$ cat config.mk
export PLATFORM = sky130hd
export DESIGN_NAME = tcp_snd_sched_flat
export DESIGN_NICKNAME = d
export VERILOG_FILES = /design/src/rtl/tcp_snd_sched_if.sv /design/src/rtl/tcp_snd_sched.sv /design/src/flat_wrapper.sv
export SDC_FILE = /design/constraint.sdc
export NUM_CORES = 1
export LEC_CHECK = 0
export ABC_AREA = 0
export BUFFER_PORTS_ARGS = -buffer_cell sky130_fd_sc_hd__buf_4
export CORE_MARGIN = 3
export CORE_UTILIZATION = 45
export DETAILED_ROUTE_END_ITERATION = 7
export SYNTH_ARGS = -nofsm -noshare
export SYNTH_HDL_FRONTEND = slang
export SYNTH_SLANG_ARGS = --single-unit
$ cat constraint.sdc
create_clock -name clk -period 9 [get_ports clk]
set_input_delay 2.25 -clock clk [delete_from_list [all_inputs] [get_ports clk]]
set_output_delay 2.25 -clock clk [all_outputs]
set_load 0.01 [all_outputs]
$ cat src/rtl/tcp_snd_sched_if.sv
// Segment/ACK signal bundle between the TCP send scheduler and its environment.
// The slave side is the scheduler; the master side drives ACKs and the user queue end.
interface tcp_snd_sched_if #(
    parameter int SEQ_W = 4
);
    logic             rcv_ack;
    logic [SEQ_W-1:0] rcv_seq;
    logic [SEQ_W-1:0] rcv_buff;
    logic [SEQ_W-1:0] usr_end;
    logic             seg_val;
    logic [SEQ_W-1:0] seg_seq;
    logic [SEQ_W-1:0] seg_len;
    logic [SEQ_W-1:0] snd_una;
    logic [SEQ_W-1:0] snd_nxt;
    logic             retx;

    modport master (
        output rcv_ack, rcv_seq, rcv_buff, usr_end,
        input  seg_val, seg_seq, seg_len, snd_una, snd_nxt, retx
    );

    modport slave (
        input  rcv_ack, rcv_seq, rcv_buff, usr_end,
        output seg_val, seg_seq, seg_len, snd_una, snd_nxt, retx
    );
endinterface

$ cat src/rtl/tcp_snd_sched.sv
// Sender-side TCP window scheduler: emits (seq,len) segments within the peer window,
// tracks ACKs, go-back-N retransmits on timeout and sends 1-byte zero-window probes.
module tcp_snd_sched #(
    parameter int SEQ_W    = 4,
    parameter int MAX_SEG  = 4,
    parameter int INIT_WND = 4,
    parameter int RTO      = 12,
    parameter int TMR_W    = 4
) (
    input  logic           clk,
    input  logic           reset,
    tcp_snd_sched_if.slave sif
);
    typedef enum logic [2:0] {S_IDLE, S_SEND, S_WAIT, S_RETX, S_PROBE} state_t;
    typedef logic [SEQ_W-1:0] seq_t;

    localparam seq_t             C_MAX_SEG  = seq_t'(MAX_SEG);
    localparam seq_t             C_INIT_WND = seq_t'(INIT_WND);
    localparam logic [TMR_W-1:0] C_RTO      = TMR_W'(RTO);

    function automatic seq_t min_seq(input seq_t a, input seq_t b);
        return (a < b) ? a : b;
    endfunction

    state_t           r_state, w_state_d;
    seq_t             r_una, r_nxt, r_wnd, r_seg_seq, r_seg_len;
    logic             r_seg_val, r_retx, r_retx_pend, r_probe, r_tmr_run;
    logic [TMR_W-1:0] r_tmr;

    seq_t             w_una_d, w_nxt_d, w_wnd_d, w_seg_seq_d, w_seg_len_d;
    logic             w_seg_val_d, w_retx_d, w_retx_pend_d, w_probe_d, w_tmr_run_d;
    logic [TMR_W-1:0] w_tmr_d;

    seq_t w_flight, w_pend, w_usable, w_len, w_ack_diff;
    logic w_ack_ok, w_exp;

    assign w_flight   = r_nxt - r_una;
    assign w_pend     = sif.usr_end - r_nxt;
    assign w_usable   = (r_wnd > w_flight) ? (r_wnd - w_flight) : '0;
    assign w_len      = min_seq(min_seq(w_pend, w_usable), C_MAX_SEG);
    assign w_ack_diff = sif.rcv_seq - r_una;
    // An outstanding probe byte is not counted in snd_nxt, so its ACK lands one past flight.
    assign w_ack_ok   = sif.rcv_ack && (w_ack_diff <= (w_flight + seq_t'(r_probe)));
    assign w_exp      = r_tmr_run && (r_tmr == '0);

    always_comb begin
        w_state_d     = r_state;
        w_una_d       = r_una;
        w_nxt_d       = r_nxt;
        w_wnd_d       = r_wnd;
        w_seg_val_d   = 1'b0;
        w_seg_seq_d   = r_seg_seq;
        w_seg_len_d   = r_seg_len;
        w_retx_d      = 1'b0;
        w_retx_pend_d = r_retx_pend;
        w_probe_d     = r_probe;
        w_tmr_run_d   = r_tmr_run;
        w_tmr_d       = (r_tmr_run && (r_tmr != '0)) ? (r_tmr - TMR_W'(1)) : r_tmr;

        unique case (r_state)
            S_IDLE: begin
                if (w_pend != '0) w_state_d = S_SEND;
            end
            S_SEND: begin
                if (w_len != '0) begin
                    w_seg_val_d   = 1'b1;
                    w_seg_seq_d   = r_nxt;
                    w_seg_len_d   = w_len;
                    w_retx_d      = r_retx_pend;
                    w_retx_pend_d = 1'b0;
                    w_nxt_d       = r_nxt + w_len;
                    if (!r_tmr_run) begin
                        w_tmr_d     = C_RTO;
                        w_tmr_run_d = 1'b1;
                    end
                end else if ((w_pend == '0) && (w_flight == '0)) begin
                    w_state_d = S_IDLE;
                end else begin
                    w_state_d = S_WAIT;
                end
            end
            S_WAIT: begin
                // An accepted ACK in the same cycle suppresses the timeout action.
                if (!w_ack_ok && w_exp) begin
                    if (w_flight != '0)      w_state_d = S_RETX;
                    else if (r_wnd == '0)    w_state_d = S_PROBE;
                    else                     w_tmr_run_d = 1'b0;
                end else if ((w_pend == '0) && (w_flight == '0)) begin
                    w_state_d = S_IDLE;
                end else if ((w_usable != '0) && (w_pend != '0)) begin
                    w_state_d = S_SEND;
                end else if (!r_tmr_run && (w_flight == '0) && (r_wnd == '0) && (w_pend != '0)) begin
                    w_tmr_d     = C_RTO;
                    w_tmr_run_d = 1'b1;
                end
            end
            S_RETX: begin
                w_nxt_d       = w_ack_ok ? sif.rcv_seq : r_una;
                w_retx_pend_d = 1'b1;
                w_probe_d     = 1'b0;
                w_tmr_d       = C_RTO;
                w_tmr_run_d   = 1'b1;
                w_state_d     = S_SEND;
            end
            S_PROBE: begin
                w_seg_val_d = 1'b1;
                w_seg_seq_d = r_una;
                w_seg_len_d = seq_t'(1);
                w_retx_d    = 1'b1;
                w_probe_d   = 1'b1;
                w_tmr_d     = C_RTO;
                w_tmr_run_d = 1'b1;
                w_state_d   = S_WAIT;
            end
            default: w_state_d = S_IDLE;
        endcase

        if (w_ack_ok) begin
            w_una_d   = sif.rcv_seq;
            w_wnd_d   = sif.rcv_buff;
            w_probe_d = 1'b0;
            if (w_ack_diff > w_flight) w_nxt_d = sif.rcv_seq;
            if ((w_nxt_d - sif.rcv_seq) != '0) begin
                w_tmr_d     = C_RTO;
                w_tmr_run_d = 1'b1;
            end else begin
                w_tmr_run_d = 1'b0;
            end
        end
    end

    always_ff @(posedge clk or posedge reset) begin
        if (reset) begin
            r_state     <= S_IDLE;
            r_una       <= '0;
            r_nxt       <= '0;
            r_wnd       <= C_INIT_WND;
            r_seg_val   <= 1'b0;
            r_seg_seq   <= '0;
            r_seg_len   <= '0;
            r_retx      <= 1'b0;
            r_retx_pend <= 1'b0;
            r_probe     <= 1'b0;
            r_tmr_run   <= 1'b0;
            r_tmr       <= '0;
        end else begin
            r_state     <= w_state_d;
            r_una       <= w_una_d;
            r_nxt       <= w_nxt_d;
            r_wnd       <= w_wnd_d;
            r_seg_val   <= w_seg_val_d;
            r_seg_seq   <= w_seg_seq_d;
            r_seg_len   <= w_seg_len_d;
            r_retx      <= w_retx_d;
            r_retx_pend <= w_retx_pend_d;
            r_probe     <= w_probe_d;
            r_tmr_run   <= w_tmr_run_d;
            r_tmr       <= w_tmr_d;
        end
    end

    assign sif.seg_val = r_seg_val;
    assign sif.seg_seq = r_seg_seq;
    assign sif.seg_len = r_seg_len;
    assign sif.snd_una = r_una;
    assign sif.snd_nxt = r_nxt;
    assign sif.retx    = r_retx;
endmodule

$ cat src/flat_wrapper.sv
// flat-port wrapper written by rule: the top's interface ports become plain ports
module tcp_snd_sched_flat 
#(
    parameter int SEQ_W    = 4,
    parameter int MAX_SEG  = 4,
    parameter int INIT_WND = 4,
    parameter int RTO      = 12,
    parameter int TMR_W    = 4
)
  (clk, reset, sif_rcv_ack, sif_rcv_seq, sif_rcv_buff, sif_usr_end, sif_seg_val, sif_seg_seq, sif_seg_len, sif_snd_una, sif_snd_nxt, sif_retx);
  tcp_snd_sched_if #(.SEQ_W(SEQ_W)) sif_i ();
  input  logic clk;
  input  logic reset;
  input wire logic [$bits(sif_i.rcv_ack)-1:0] sif_rcv_ack;
  input wire logic [$bits(sif_i.rcv_seq)-1:0] sif_rcv_seq;
  input wire logic [$bits(sif_i.rcv_buff)-1:0] sif_rcv_buff;
  input wire logic [$bits(sif_i.usr_end)-1:0] sif_usr_end;
  output wire logic [$bits(sif_i.seg_val)-1:0] sif_seg_val;
  output wire logic [$bits(sif_i.seg_seq)-1:0] sif_seg_seq;
  output wire logic [$bits(sif_i.seg_len)-1:0] sif_seg_len;
  output wire logic [$bits(sif_i.snd_una)-1:0] sif_snd_una;
  output wire logic [$bits(sif_i.snd_nxt)-1:0] sif_snd_nxt;
  output wire logic [$bits(sif_i.retx)-1:0] sif_retx;
  assign sif_i.rcv_ack = sif_rcv_ack;
  assign sif_i.rcv_seq = sif_rcv_seq;
  assign sif_i.rcv_buff = sif_rcv_buff;
  assign sif_i.usr_end = sif_usr_end;
  assign sif_seg_val = sif_i.seg_val;
  assign sif_seg_seq = sif_i.seg_seq;
  assign sif_seg_len = sif_i.seg_len;
  assign sif_snd_una = sif_i.snd_una;
  assign sif_snd_nxt = sif_i.snd_nxt;
  assign sif_retx = sif_i.retx;
  tcp_snd_sched #(.SEQ_W(SEQ_W), .MAX_SEG(MAX_SEG), .INIT_WND(INIT_WND), .RTO(RTO), .TMR_W(TMR_W)) u_core (.clk(clk), .reset(reset), .sif(sif_i));
endmodule
==> summary.txt <==
Critical path
  – Reg2reg end: u_core.r_tmr_run$_DFFE_PP0P_
  – Maximum fanout along the worst path: 5
  – Crit. End Element: flop
  – Slack of the worst reg-to-reg path: 1.18 ns
  – Crit start category: input pin
  – Reg2Reg Launch Point: u_core.sif.snd_una[1]$_DFF_PP0_
  – CP Launch Point: sif_usr_end[1]
  – Worst Path Arrival: 8.01 ns
  – Crit path kind: input pin to flop
  – Required @ worst endpoint: 9.15 ns
  – End of the critical path: u_core.r_tmr_run$_DFFE_PP0P_
  – FF-to-FF path depth: 32

STA
  – Worst slew pin tran: 0.6677 ns
  – Final setup viols: 0
  – Final Hold Vio Count: 0
  – Setup TNS: 0 ns
  – Clock Skew: 0.005416 ns
  – Max-slew violation count: 0
  – Fmax achieved: 127.3 MHz
  – Minimum clock period: 7.855 ns
  – RSZ-0062 raised after global routing: false
  – Worst slew margin: 0.5500
  – Fin crit share: 0.8727

Floorplan
  – Die width: 88.10 um
  – Die Y: 88.10 um
  – I/O pin total: 33
  – Die footprint: 7761 um^2
  – Std-Cell Rows: 29
  – Core ar.: 6422 um^2
  – Initial Utilization: 0.4722

Yosys
  – Count of cell types in the netlist: 70
  – Ys flop type: dfrtp_1
  – Post-Synth XOR/XNOR Area: 0.04827
  – Synth top cells by count: inv_1 (33), ha_1 (32), dfrtp_1 (31)
  – Synth Area in Compound Gates: 0.2133
  – Synthesized area per cell: 8.973 um^2
  – Yosys synthesis warning count: 0
  – Synth area leader: dfrtp_1
  – Top cell type's share of synthesized area: 0.2558
  – Sequential cell area fraction in the yosys report: 0.2644
  – Largest family of logic cells by synthesized area: compound AO/OA/AOI/OAI gates
  – Synth Instances: 338
  – Post-synthesis mux area share: 0.05074
  – Post-Synth Adder-Cell Area: 0.1683
  – Top-count cell post-synth: inv_1
  – Post-synth EDFFs: 0
  – Syn_nets: 390
  – Synthesized area: 3033 um^2
  – Ys async rst share: 1.000
  – Simple-gate portion of the synthesized area: 0.2079
  – #FFs+latches synth: 32
  – Top post-synthesis cells by area: dfrtp_1 (26%), ha_1 (13%), inv_1 (4.1%), mux2i_1 (4.0%), fa_1 (3.3%)

CTS
  – CTS Buf Count: 5
  – CTS Sinks: 32
  – Hold buffers post-CTS: 0
  – Post-CTS setup buffers: 0
  – Clk pin slew, worst setup/hold paths: 0.07 ns
  – CTS tree: yes
  – Htree depth: 2
  – Post_cts resized: 0
  – Clock insertion delay at the later pin of the skew report: 0.29 ns
  – Maximum clock path buffer count: 2
  – Root Driver: clkbuf_8

Outcome
  – Status: finished clean

Route
  – TritonRoute pass-1 iters: 4
  – Wire per inst: 16.97 um
  – Vias per cell: 5.883
  – Vias: 2,665
  – DRT iter0 DRCs: 145
  – WL final: 7.688 mm
  – Routed Antenna Nets: 0
  – Drt drc: 0

Final layout
  – Area grow syn2layout: 14.93%
  – Area of the multi-input gates: 2093 um^2
  – Register area: 802.0 um^2
  – Layout cells sized above 1: 0.1755
  – Layout net count: 427
  – Fillers: 614
  – # diodes: 0

Global route
  – Gr ovfl total: 0
  – First-pass GRT wire length: 12.99 mm
  – Initial antenna violation count: 0
  – Largest net degree at the start of global routing: 33
  – All-Layer GR Usage: 0.2146
  – Vias in the first global route: 2,597

Placement
  – Dpl hpwl: 6.199 mm
  – Placer Congestion: 0.8792
  – Port bufs: 32

Job
  – Max Cap Viol: 0

Hold path
  – Worst Hold Class: flop to flop
-- per-stage QoR --
step	instance area (um^2)	utilization	hold WS [ns]	instances	worst slack [ns]
final	3486	0.5428	0.4794	453	1.145
after detailed placement	3378	0.5260	0.4710	445	0.8878
after global routing	3486	0.5428	0.5196	453	0.6253
after global placement	3378	0.5260	0.4673	445	0.9938
after floorplan	3033	-	0.4433	338	1.484
after CTS	3486	0.5428	0.4871	453	1.166
-- cell families after synthesis --
kind of cell,after synthesis
multiplexers,15
AO/OA/AOI/OAI,85
adder cells (fa/ha/maj),38
flip-flops,32
AND/OR/NAND/NOR,116
XOR/XNOR,14
buffers and inverters,38
-- state kept, by name (all words and copies together) (netlist names) --
| name | cells |
|---|---|
| u_core.r_tmr_run | 1 |
| u_core.sif.seg_seq | 4 |
| u_core.sif.retx | 1 |
| u_core.r_tmr | 4 |
| u_core.r_probe | 1 |
| u_core.sif.seg_len | 4 |
| u_core.r_retx_pend | 1 |
| u_core.sif.snd_nxt | 4 |
| u_core.r_state | 3 |
| u_core.r_wnd | 4 |
| u_core.sif.snd_una | 4 |
| u_core.sif.seg_val | 1 |
-- worst min path at each step --
stage                                                 start                                 to  cells past startpoint
final                        u_core.r_retx_pend$_DFFE_PP0P_          u_core.sif.retx$_DFF_PP0_                      1
after global routing      u_core.sif.seg_len[3]$_DFFE_PP0P_  u_core.sif.seg_len[3]$_DFFE_PP0P_                      1
after CTS                    u_core.r_retx_pend$_DFFE_PP0P_          u_core.sif.retx$_DFF_PP0_                      1
after detailed placement     u_core.r_retx_pend$_DFFE_PP0P_          u_core.sif.retx$_DFF_PP0_                      1
after global placement       u_core.r_retx_pend$_DFFE_PP0P_          u_core.sif.retx$_DFF_PP0_                      1
after floorplan              u_core.r_retx_pend$_DFFE_PP0P_          u_core.sif.retx$_DFF_PP0_                      1
-- final cells by class --
type | count | share of cell area
inverters | 33 | 0.03553
repair buffers | 35 | 0.07538
clock buffers | 6 | 0.02082
clock inverters | 2 | 0.01005
well taps | 77 | 0.02764
multi-input cells | 268 | 0.6005
flip-flops and latches | 32 | 0.2301
-- critical path, stage by stage --
cell	delay (ns)
buf_4	0.12
ha_1	0.26
nor2b_1	0.12
o21ai_0	0.18
a21oi_1	0.15
or2_2	0.33
ha_1	0.34
a211o_1	0.32
o32ai_2	0.34
nor2_1	0.09
a211o_2	0.35
and3b_1	0.25
ha_1	0.19
fa_1	0.43
o31ai_1	0.25
a221o_1	0.22
mux2i_1	0.09
ha_1	0.19
nand2b_1	0.16
or3b_2	0.45
a21oi_1	0.13
nor3_1	0.10
nand2_1	0.10
and4b_1	0.22
a311oi_2	0.26
nand4_1	0.11
-- metal layers --
metal / GRT usage / vias to the layer above / share of wire
met5: 0 / - / 0
met4: 0.07143 / 0 / 0.019
met3: 0.02822 / 13 / 0.041
met2: 0.3390 / 69 / 0.45
met1: 0.3039 / 1265 / 0.49
li1: - / 1318 / -
-- cells in the final DEF (no fill, tap or decap), types with 4 or more instances in the layout --
master    Yosys  final
a211oi_1      4      4
a21o_1        8      8
a21oi_1      11     11
buf_4         0     35
clkbuf_8      0      5
dfrtp_1      31     31
fa_1          5      5
ha_1         32     32
inv_1        33     33
mux2i_1      12     12
nand2_1      26     26
nand2b_1      5      5
nand3_1       9      9
nand4_1       5      5
nor2_1       24     24
nor2b_1       8      8
nor3_1        7      6
nor4_1        4      4
o21a_1        6      6
o21ai_0      18     18
o21ai_1       4      4
xnor2_1       9      9
Power is not shown: default switching activity piles up to over one toggle a cycle in this logic, so the estimate is an artifact.
